## src/rtl/vc_pkg.sv

```systemverilog
// Shared constants, FSM encoding and helpers for the VC flag tracker and its counters.
package vc_pkg;

   localparam int NUM_VC   = 8;
   localparam int VC_IDX_W = 3;
   localparam int CNT_W    = 3;

   typedef enum logic {
      IDLE  = 1'b0,
      SERVE = 1'b1
   } state_t;

   // True when exactly one bit is set; all-zero is not one-hot.
   function automatic logic is_onehot(input logic [NUM_VC-1:0] v);
      logic [NUM_VC-1:0] one;
      one = {{(NUM_VC-1){1'b0}}, 1'b1};
      return (v != '0) && ((v & (v - one)) == '0);
   endfunction

endpackage

```

## src/rtl/vc_pkt_counter.sv

```systemverilog
// Saturating up/down count of complete packets held in one VC buffer.
module vc_pkt_counter
   import vc_pkg::*;
#(
   parameter int CW = vc_pkg::CNT_W
) (
   input  logic          clk,
   input  logic          rst,
   input  logic          inc,
   input  logic          dec,
   output logic [CW-1:0] cnt,
   output logic          nonzero,
   output logic          ovf
);

   localparam logic [CW-1:0] CNT_MAX = '1;
   localparam logic [CW-1:0] CNT_ONE = {{(CW-1){1'b0}}, 1'b1};

   logic [CW-1:0] cnt_reg;
   logic [CW-1:0] cnt_next;
   logic          ovf_next;

   // A simultaneous arrival and drain cancel out, even at saturation.
   always_comb begin
      cnt_next = cnt_reg;
      ovf_next = 1'b0;
      if (inc && !dec) begin
         if (cnt_reg == CNT_MAX) begin
            ovf_next = 1'b1;
         end else begin
            cnt_next = cnt_reg + CNT_ONE;
         end
      end else if (dec && !inc && (cnt_reg != '0)) begin
         cnt_next = cnt_reg - CNT_ONE;
      end
   end

   always_ff @(posedge clk) begin
      if (rst) begin
         cnt_reg <= '0;
      end else begin
         cnt_reg <= cnt_next;
      end
   end

   assign cnt     = cnt_reg;
   assign nonzero = (cnt_next != '0);
   assign ovf     = ovf_next;

endmodule

```

## src/rtl/vc_flag_tracker.sv

```systemverilog
// Per-VC packet-pending flags for the cleaner, plus a grant lock held until one packet drains.
module vc_flag_tracker
   import vc_pkg::*;
#(
   parameter int NUM_VC   = vc_pkg::NUM_VC,
   parameter int VC_IDX_W = vc_pkg::VC_IDX_W,
   parameter int CNT_W    = vc_pkg::CNT_W
) (
   input  logic                clk,
   input  logic                rst,
   input  logic                in_valid,
   input  logic [VC_IDX_W-1:0] in_vc,
   input  logic                in_tail,
   output logic [NUM_VC-1:0]   vc_flags,
   input  logic [NUM_VC-1:0]   vc_sel,
   output logic [NUM_VC-1:0]   vc_grant,
   output logic                grant_valid,
   input  logic                srv_valid,
   input  logic                srv_tail,
   output logic                ovf_err,
   output logic                proto_err
);

   state_t            state_reg;
   state_t            state_next;
   logic [NUM_VC-1:0] grant_reg;
   logic [NUM_VC-1:0] grant_next;
   logic [NUM_VC-1:0] flags_reg;
   logic              gv_reg;
   logic              ovf_err_reg;
   logic              proto_err_reg;
   logic              proto_set;
   logic              serve_pop;

   logic [NUM_VC-1:0] inc_vec;
   logic [NUM_VC-1:0] dec_vec;
   logic [NUM_VC-1:0] nz_vec;
   logic [NUM_VC-1:0] ovf_vec;
   logic [CNT_W-1:0]  cnt_arr [NUM_VC];

   assign serve_pop = (state_reg == SERVE) && srv_valid && srv_tail;

   genvar gi;
   generate
      for (gi = 0; gi < NUM_VC; gi++) begin : g_vc
         assign inc_vec[gi] = in_valid && in_tail && (in_vc == VC_IDX_W'(gi));
         // The count guard keeps an empty VC from ever underflowing.
         assign dec_vec[gi] = serve_pop && grant_reg[gi] && (cnt_arr[gi] != '0);

         vc_pkt_counter #(
            .CW (CNT_W)
         ) u_cnt (
            .clk     (clk),
            .rst     (rst),
            .inc     (inc_vec[gi]),
            .dec     (dec_vec[gi]),
            .cnt     (cnt_arr[gi]),
            .nonzero (nz_vec[gi]),
            .ovf     (ovf_vec[gi])
         );
      end
   endgenerate

   always_comb begin
      state_next = state_reg;
      grant_next = grant_reg;
      proto_set  = 1'b0;
      case (state_reg)
         IDLE: begin
            grant_next = '0;
            if (srv_valid) begin
               proto_set = 1'b1;
            end
            if (vc_sel != '0) begin
               if (is_onehot(vc_sel) && ((vc_sel & flags_reg) != '0)) begin
                  grant_next = vc_sel;
                  state_next = SERVE;
               end else begin
                  proto_set = 1'b1;
               end
            end
         end
         SERVE: begin
            // Grant drops on the tail edge, forcing one idle cycle before re-arbitration.
            if (srv_valid && srv_tail) begin
               grant_next = '0;
               state_next = IDLE;
            end
         end
         default: begin
            state_next = IDLE;
            grant_next = '0;
         end
      endcase
   end

   always_ff @(posedge clk) begin
      if (rst) begin
         state_reg     <= IDLE;
         grant_reg     <= '0;
         gv_reg        <= 1'b0;
         flags_reg     <= '0;
         ovf_err_reg   <= 1'b0;
         proto_err_reg <= 1'b0;
      end else begin
         state_reg     <= state_next;
         grant_reg     <= grant_next;
         gv_reg        <= |grant_next;
         flags_reg     <= nz_vec;
         ovf_err_reg   <= ovf_err_reg | (|ovf_vec);
         proto_err_reg <= proto_err_reg | proto_set;
      end
   end

   assign vc_flags    = flags_reg;
   assign vc_grant    = grant_reg;
   assign grant_valid = gv_reg;
   assign ovf_err     = ovf_err_reg;
   assign proto_err   = proto_err_reg;

endmodule

```

## config.mk

```make
export PLATFORM = sky130hd
export DESIGN_NAME = vc_flag_tracker
export DESIGN_NICKNAME = d
export VERILOG_FILES = /design/src/rtl/vc_pkg.sv /design/src/rtl/vc_pkt_counter.sv /design/src/rtl/vc_flag_tracker.sv
export SDC_FILE = /design/constraint.sdc
export NUM_CORES = 1
export LEC_CHECK = 0
export ABC_AREA = 1
export CAP_MARGIN = 20
export CORE_ASPECT_RATIO = 0.6
export CORE_MARGIN = 3
export CORE_UTILIZATION = 51
export CTS_CLUSTER_SIZE = 8
export DETAILED_ROUTE_END_ITERATION = 12
export PLACE_DENSITY = 0.73
export SLEW_MARGIN = 20
export SYNTH_ARGS = -nofsm -noshare
export SYNTH_HDL_FRONTEND = slang
export SYNTH_HIERARCHICAL = 1
export SYNTH_SLANG_ARGS = --single-unit
```

## constraint.sdc

```tcl
create_clock -name clk -period 1.9 [get_ports clk]
set_input_delay 0.475 -clock clk [delete_from_list [all_inputs] [get_ports clk]]
set_output_delay 0.475 -clock clk [all_outputs]
set_load 0.01 [all_outputs]
```

# Word-level counts from Yosys, hierarchy flattened
# Index checks and enable logic that the tools add are counted.
[op_classes]
addsub = 17
eq_ne = 15
mux = 52
n_bitwise = 5
n_reduce_logical = 92
[ops]
columns = ["op", "n"]
rows = [
  ["3-bit 2-to-1 mux", 24],
  ["1-bit logical AND", 54],
  ["3-bit nonzero test", 16],
  ["3-bit == test, second input constant", 12],
  ["3-bit by 1-bit adder with 3-bit output, second input constant", 8],
  ["8-bit 2-to-1 mux", 3],
  ["3-bit by 1-bit subtractor with 3-bit output, second input constant", 8],
  ["1-bit 2-to-1 mux", 23],
  ["8-bit bitwise AND", 2],
  ["1-bit logical NOT", 16],
  ["8-bit case mux with 2 select lines", 1],
  ["8-bit nonzero test", 2],
  ["8-bit OR reduction", 2],
  ["8-bit logical NOT", 1],
  ["8-bit by 1-bit subtractor with 8-bit output, second input constant", 1],
  ["3-bit by 2-bit == test with 1-bit output, second input constant", 2],
  ["3-bit by 1-bit == test with 1-bit output, second input constant", 1],
  ["3-bit logical NOT", 1],
  ["1-bit bitwise OR", 2],
  ["1-bit case mux with 2 select lines", 1],
  ["1-bit NOT", 1],
]
[totals]
regBits = 44
input_bits = 17
output_inout_bits = 19
word_cells = 195

# Longest topological paths before layout
[logic_depth]
ltp_word = 9
depth_mapped = 14
ltp_nobuf = 14

# Cells and area by module
# The synthesis kept the hierarchy.
[by_module_without_submodules]
columns = ["mod", "n_inst", "cells_per_inst", "area_per_inst_um2", "seq_area_each_um2"]
rows = [
  ["vc_pkt_counter", 8, 44, 275.3, 60.1],
  ["vc_flag_tracker", 1, 181, 1121.1, 400.4],
]

# Worst setup path before layout
# OpenSTA, ideal clock, no wires.
[synth_timing]
kind = "input to register"
startpoint = "input port in_vc[2]"
endpoint = "register flags_reg[0], in the netlist vc_flags[0]"
setup_time_ps = 112
arrival_time_ps = 1459
required_ps = 1788
slack_ps = 329
cell_stages = 11
path_buffers = 0
cell_sequence = "nand3b_1 > nor2_1 > nor2_4 > nand2_2 > nand2_1 > nand2_1 > nand2_1 > nor2_1 > nand2_1 > inv_1 > nor2_1"
[synth_via]
elab_chain_cells = 8
word_cells_on_any_way = 9
classes_between = "2 x mux; 7 x reduce/logical"
[synth_lines]
columns = ["element", "line_no", "text"]
rows = [
  ["start: declaration", "vc_flag_tracker.sv:12", "input logic [VC_IDX_W-1:0] in_vc,"],
  ["3-bit logical NOT (*)", "vc_flag_tracker.sv:46", "assign inc_vec[gi] = in_valid && in_tail && (in_vc == VC_IDX_W'(gi));"],
  ["1-bit logical AND (*)", "vc_flag_tracker.sv:46", ""],
  ["via inc_vec[0]", "vc_flag_tracker.sv:35", "logic [NUM_VC-1:0] inc_vec;"],
  ["1-bit logical NOT", "vc_pkt_counter.sv:33", "end else if (dec && !inc && (cnt_reg != '0)) begin"],
  ["1-bit logical AND (2 in a row)", "vc_pkt_counter.sv:33", ""],
  ["3-bit 2-to-1 mux", "vc_pkt_counter.sv:33", ""],
  ["3-bit 2-to-1 mux (*)", "vc_pkt_counter.sv:27", "if (inc && !dec) begin"],
  ["3-bit nonzero test (*)", "vc_pkt_counter.sv:47", "assign nonzero = (cnt_next != '0);"],
  ["via nz_vec[0]", "vc_flag_tracker.sv:37", "logic [NUM_VC-1:0] nz_vec;"],
  ["end signal: assignment", "vc_flag_tracker.sv:109", "flags_reg <= nz_vec;"],
  ["end: declaration", "vc_flag_tracker.sv:28", "logic [NUM_VC-1:0] flags_reg;"],
]
# The timed path passes the listed nets; every way through them passes the cells marked *.
# A chain may end at the register's enable or synchronous reset.

# Final worst setup path
[layout_timing]
startpoint = "register grant_reg[6], in the netlist vc_grant[6]"
endpoint = "output port vc_grant[6]"
[layout_rtl]
columns = ["element", "line_no", "text"]
rows = [
  ["start: declaration", "vc_flag_tracker.sv:26", "logic [NUM_VC-1:0] grant_reg;"],
  ["start signal: assignment", "vc_flag_tracker.sv:107", "grant_reg <= grant_next;"],
  ["end: declaration", "vc_flag_tracker.sv:16", "output logic [NUM_VC-1:0] vc_grant,"],
]
# No word-level cell between the ends.

==> flow_metrics.py <==
metrics = {
    "clock_network": {
        "cts_tree": "built",
        "root_buffer": "clkbuf_8",
        "cts.sinks": 44,
        "cts_buffers": 5,
        "h-tree-depth": 2,
        "worstSkewPairLatency_ps": 310,
        "clk_pin_slew_worst_paths_ps": 100,
        "postCtsHoldBufs": 0,
        "clk_path_buf_depth": 2,
    },
    "timing": {
        "fmax_mhz": 556,
        "setup_ws_ps": 101,
        "fin_crit_sh": 0.947,
        "finalCriticalPeriod_ps": 1800,
        "fin_skew_ps": 8.38,
        "relSlewSlack": 0.711,
        "setup_viol": 0,
        "tightest_slew_ps": 433,
        "rsz0062_at_grt": "false",
        "hold_violations": 0,
        "timing.final.max_slew_violations": 0,
    },
    "floorplan": {
        "rows": 22,
        "die_x_um": 110,
        "start_util": 0.534,
        "die_area_um2": 7550,
        "die_y_um": 68.5,
        "fp.coreArea_um2": 6220,
        "io_pins": 36,
    },
    "global_route": {
        "use_met3": 0.0428,
        "grt_overflow": 0,
        "use_met2": 0.421,
        "grt_pass1_vias": 3321,
        "antenna_found_initial": 0,
        "grt_pass1_wl_um": 15200,
        "grt_use_met1": 0.353,
        "grt.total_usage": 0.254,
        "top_usage_layer": "met2",
        "grt_max_degree": 45,
    },
    "synthesis": {
        "synth-edff-count": 0,
        "synth_nets": 574,
        "yosys_register_bits": 44,
        "avgSynthCellArea_um2": 6.23,
        "synth.distinct_cells": 25,
        "syn_area_um2": 3320,
        "synth_ff_type": "dfxtp_1",
        "synth.most_common_cell": "nand2_1",
        "post-synth-top-area-cell": "dfxtp_1",
        "ys_seq_area_frac": 0.265,
        "ys_top_cells_by_count": "147 x nand2_1, 79 x nor2_1, 66 x inv_1",
        "postSynthCellCount": 533,
        "ys_warn_count": 6,
        "async_flop_share": 0,
        "synth_top_area_frac": 0.265,
        "synthTopCellsByArea": "dfxtp_1 27%, nand2_1 17%, ha_1 9.0%",
    },
    "pwr": {
        "peakVddDrop_mv": 0.395,
        "leakagePower_nw": 2.19,
        "p_per_area_nw_per_um2": 405,
        "power_w": 0.00181,
    },
    "cells_and_area": {
        "area_growth_pct": 34.3,
        "largest_reg_flops": 24,
        "layout-drive-gt1-share": 0.200,
        "fin_nets": 670,
        "diodes": 0,
        "postLayoutCoreUtil": 0.717,
    },
    "routing": {
        "routed_wl_um": 9510,
        "vias": 3775,
        "drc": 0,
        "wire_per_inst_um": 13.3,
        "drt_iter0_drc": 237,
        "ant_nets": 0,
        "vias_per_cell": 5.29,
        "dr.pass1.iters": 5,
    },
    "min_path": {
        "worst_hold_path_type": "register to register",
    },
    "worst_setup_path": {
        "critical-path-top-delay-family": "buffers and inverters",
        "criticalPathCategory": "register to output pin",
        "max_stage_delay_ps": 570,
        "crit_chain": "clkdlybuf4s50_1",
        "slowest_stage": "clkdlybuf4s50_1",
        "arrival_ps": 1320,
        "worstPathRequired_ps": 1420,
        "cp_max_fo": 3,
        "cp-start-kind": "register",
        "worstSetupEndpointType": "output pin",
        "critical_path_buf_inv_count": 1,
    },
    "place": {
        "routabilityCongestion": 0.933,
        "dp_slack_ps": -513,
        "port_buffers": 35,
        "dp_hpwl_um": 6980,
    },
    "run": {
        "max-cap-violations": 0,
    },
    "status": {
        "status": "complete, no violations",
    },
}
timing repair:
item | in CTS | in global routing
gates resized for setup | 7 | 51
cloned | 0 | 1
endpoints found under the setup margin | 27 | 34
pin swaps | 2 | 23
setup buffers | 1 | 4
layout by cell type, fill, tap and decap left out:
cell type	synthesis	routed
nor4_1	1	1
nand3b_1	1	1
nand3_1	59	53
nor2_4	9	18
a21oi_1	42	42
clkdlybuf4s50_1	0	21
clkbuf_8	0	5
dfxtp_1	44	44
buf_4	0	54
and2_1	1	1
nand2_1	147	145
inv_2	1	10
inv_4	0	1
nand4_1	16	16
nor2_1	79	67
a21boi_4	0	1
dlymetal6s2s_1	0	14
o21ai_1	1	1
nor2_2	2	6
nor3_1	1	1
o21ai_0	8	8
inv_1	66	56
inv_6	0	2
clkinv_4	0	1
a31oi_1	1	1
nand2_2	10	11
nand3_2	0	6
buf_6	1	1
nand2_4	8	8
ha_1	24	24
buf_12	0	1
nand2_8	0	1
o31ai_1	8	8
final cells by class:
type / count / area [µm²]
clock inverter: 3 / 26.3
inverter: 67 / 254
sequential: 44 / 881
timing repair buffer: 91 / 822
clock buffer: 5 / 68.8
fill: 532 / 1760
tap: 84 / 105
multi-input combinational: 420 / 2310
stage by stage:
stage	cell area [µm²]	hold WS (ps)	setup TNS (ps)	cells
finish	4460	469	0	714
global route	4460	494	0	714
CTS	4270	468	-7.59	709
detailed placement	4150	453	-15720	700
global placement	4150	438	-13050	700
floorplan	3320	474	0	533
final timing paths:
path | start | endpoint | slack (ps) | cells after the start
setup reg to reg | g_vc[4].u_cnt/cnt[0] | vc_flags[4] | 220 | 11
hold reg to reg | proto_err | proto_err | 470 | 2
setup / recovery | vc_grant[6] | vc_grant[6] | 100 | 1
hold / removal | proto_err | proto_err | 470 | 2
cell families after synthesis:
logic type,count (synthesis),synth area share
buffers and inverters,70,0.0825
DFF,44,0.265
and+or+nand+nor,334,0.462
AOI/OAI and AO/OA,61,0.100
adders and majority gates,24,0.0904
layer usage:
metal  vias up  routed length (µm)
met1      1729                4630
met4         0                  59
li1       1917                   -
met5         -                   0
met3         9                 577
met2       120                4240
where the power goes:
part	internal [W]	switching, W
Sequential	0.000931	0.00000956
Clock	0.000271	0.000377
Combinational	0.0000945	0.000123
Total	0.00130	0.000510
No activity file was read; power rests on OpenSTA's default activity.
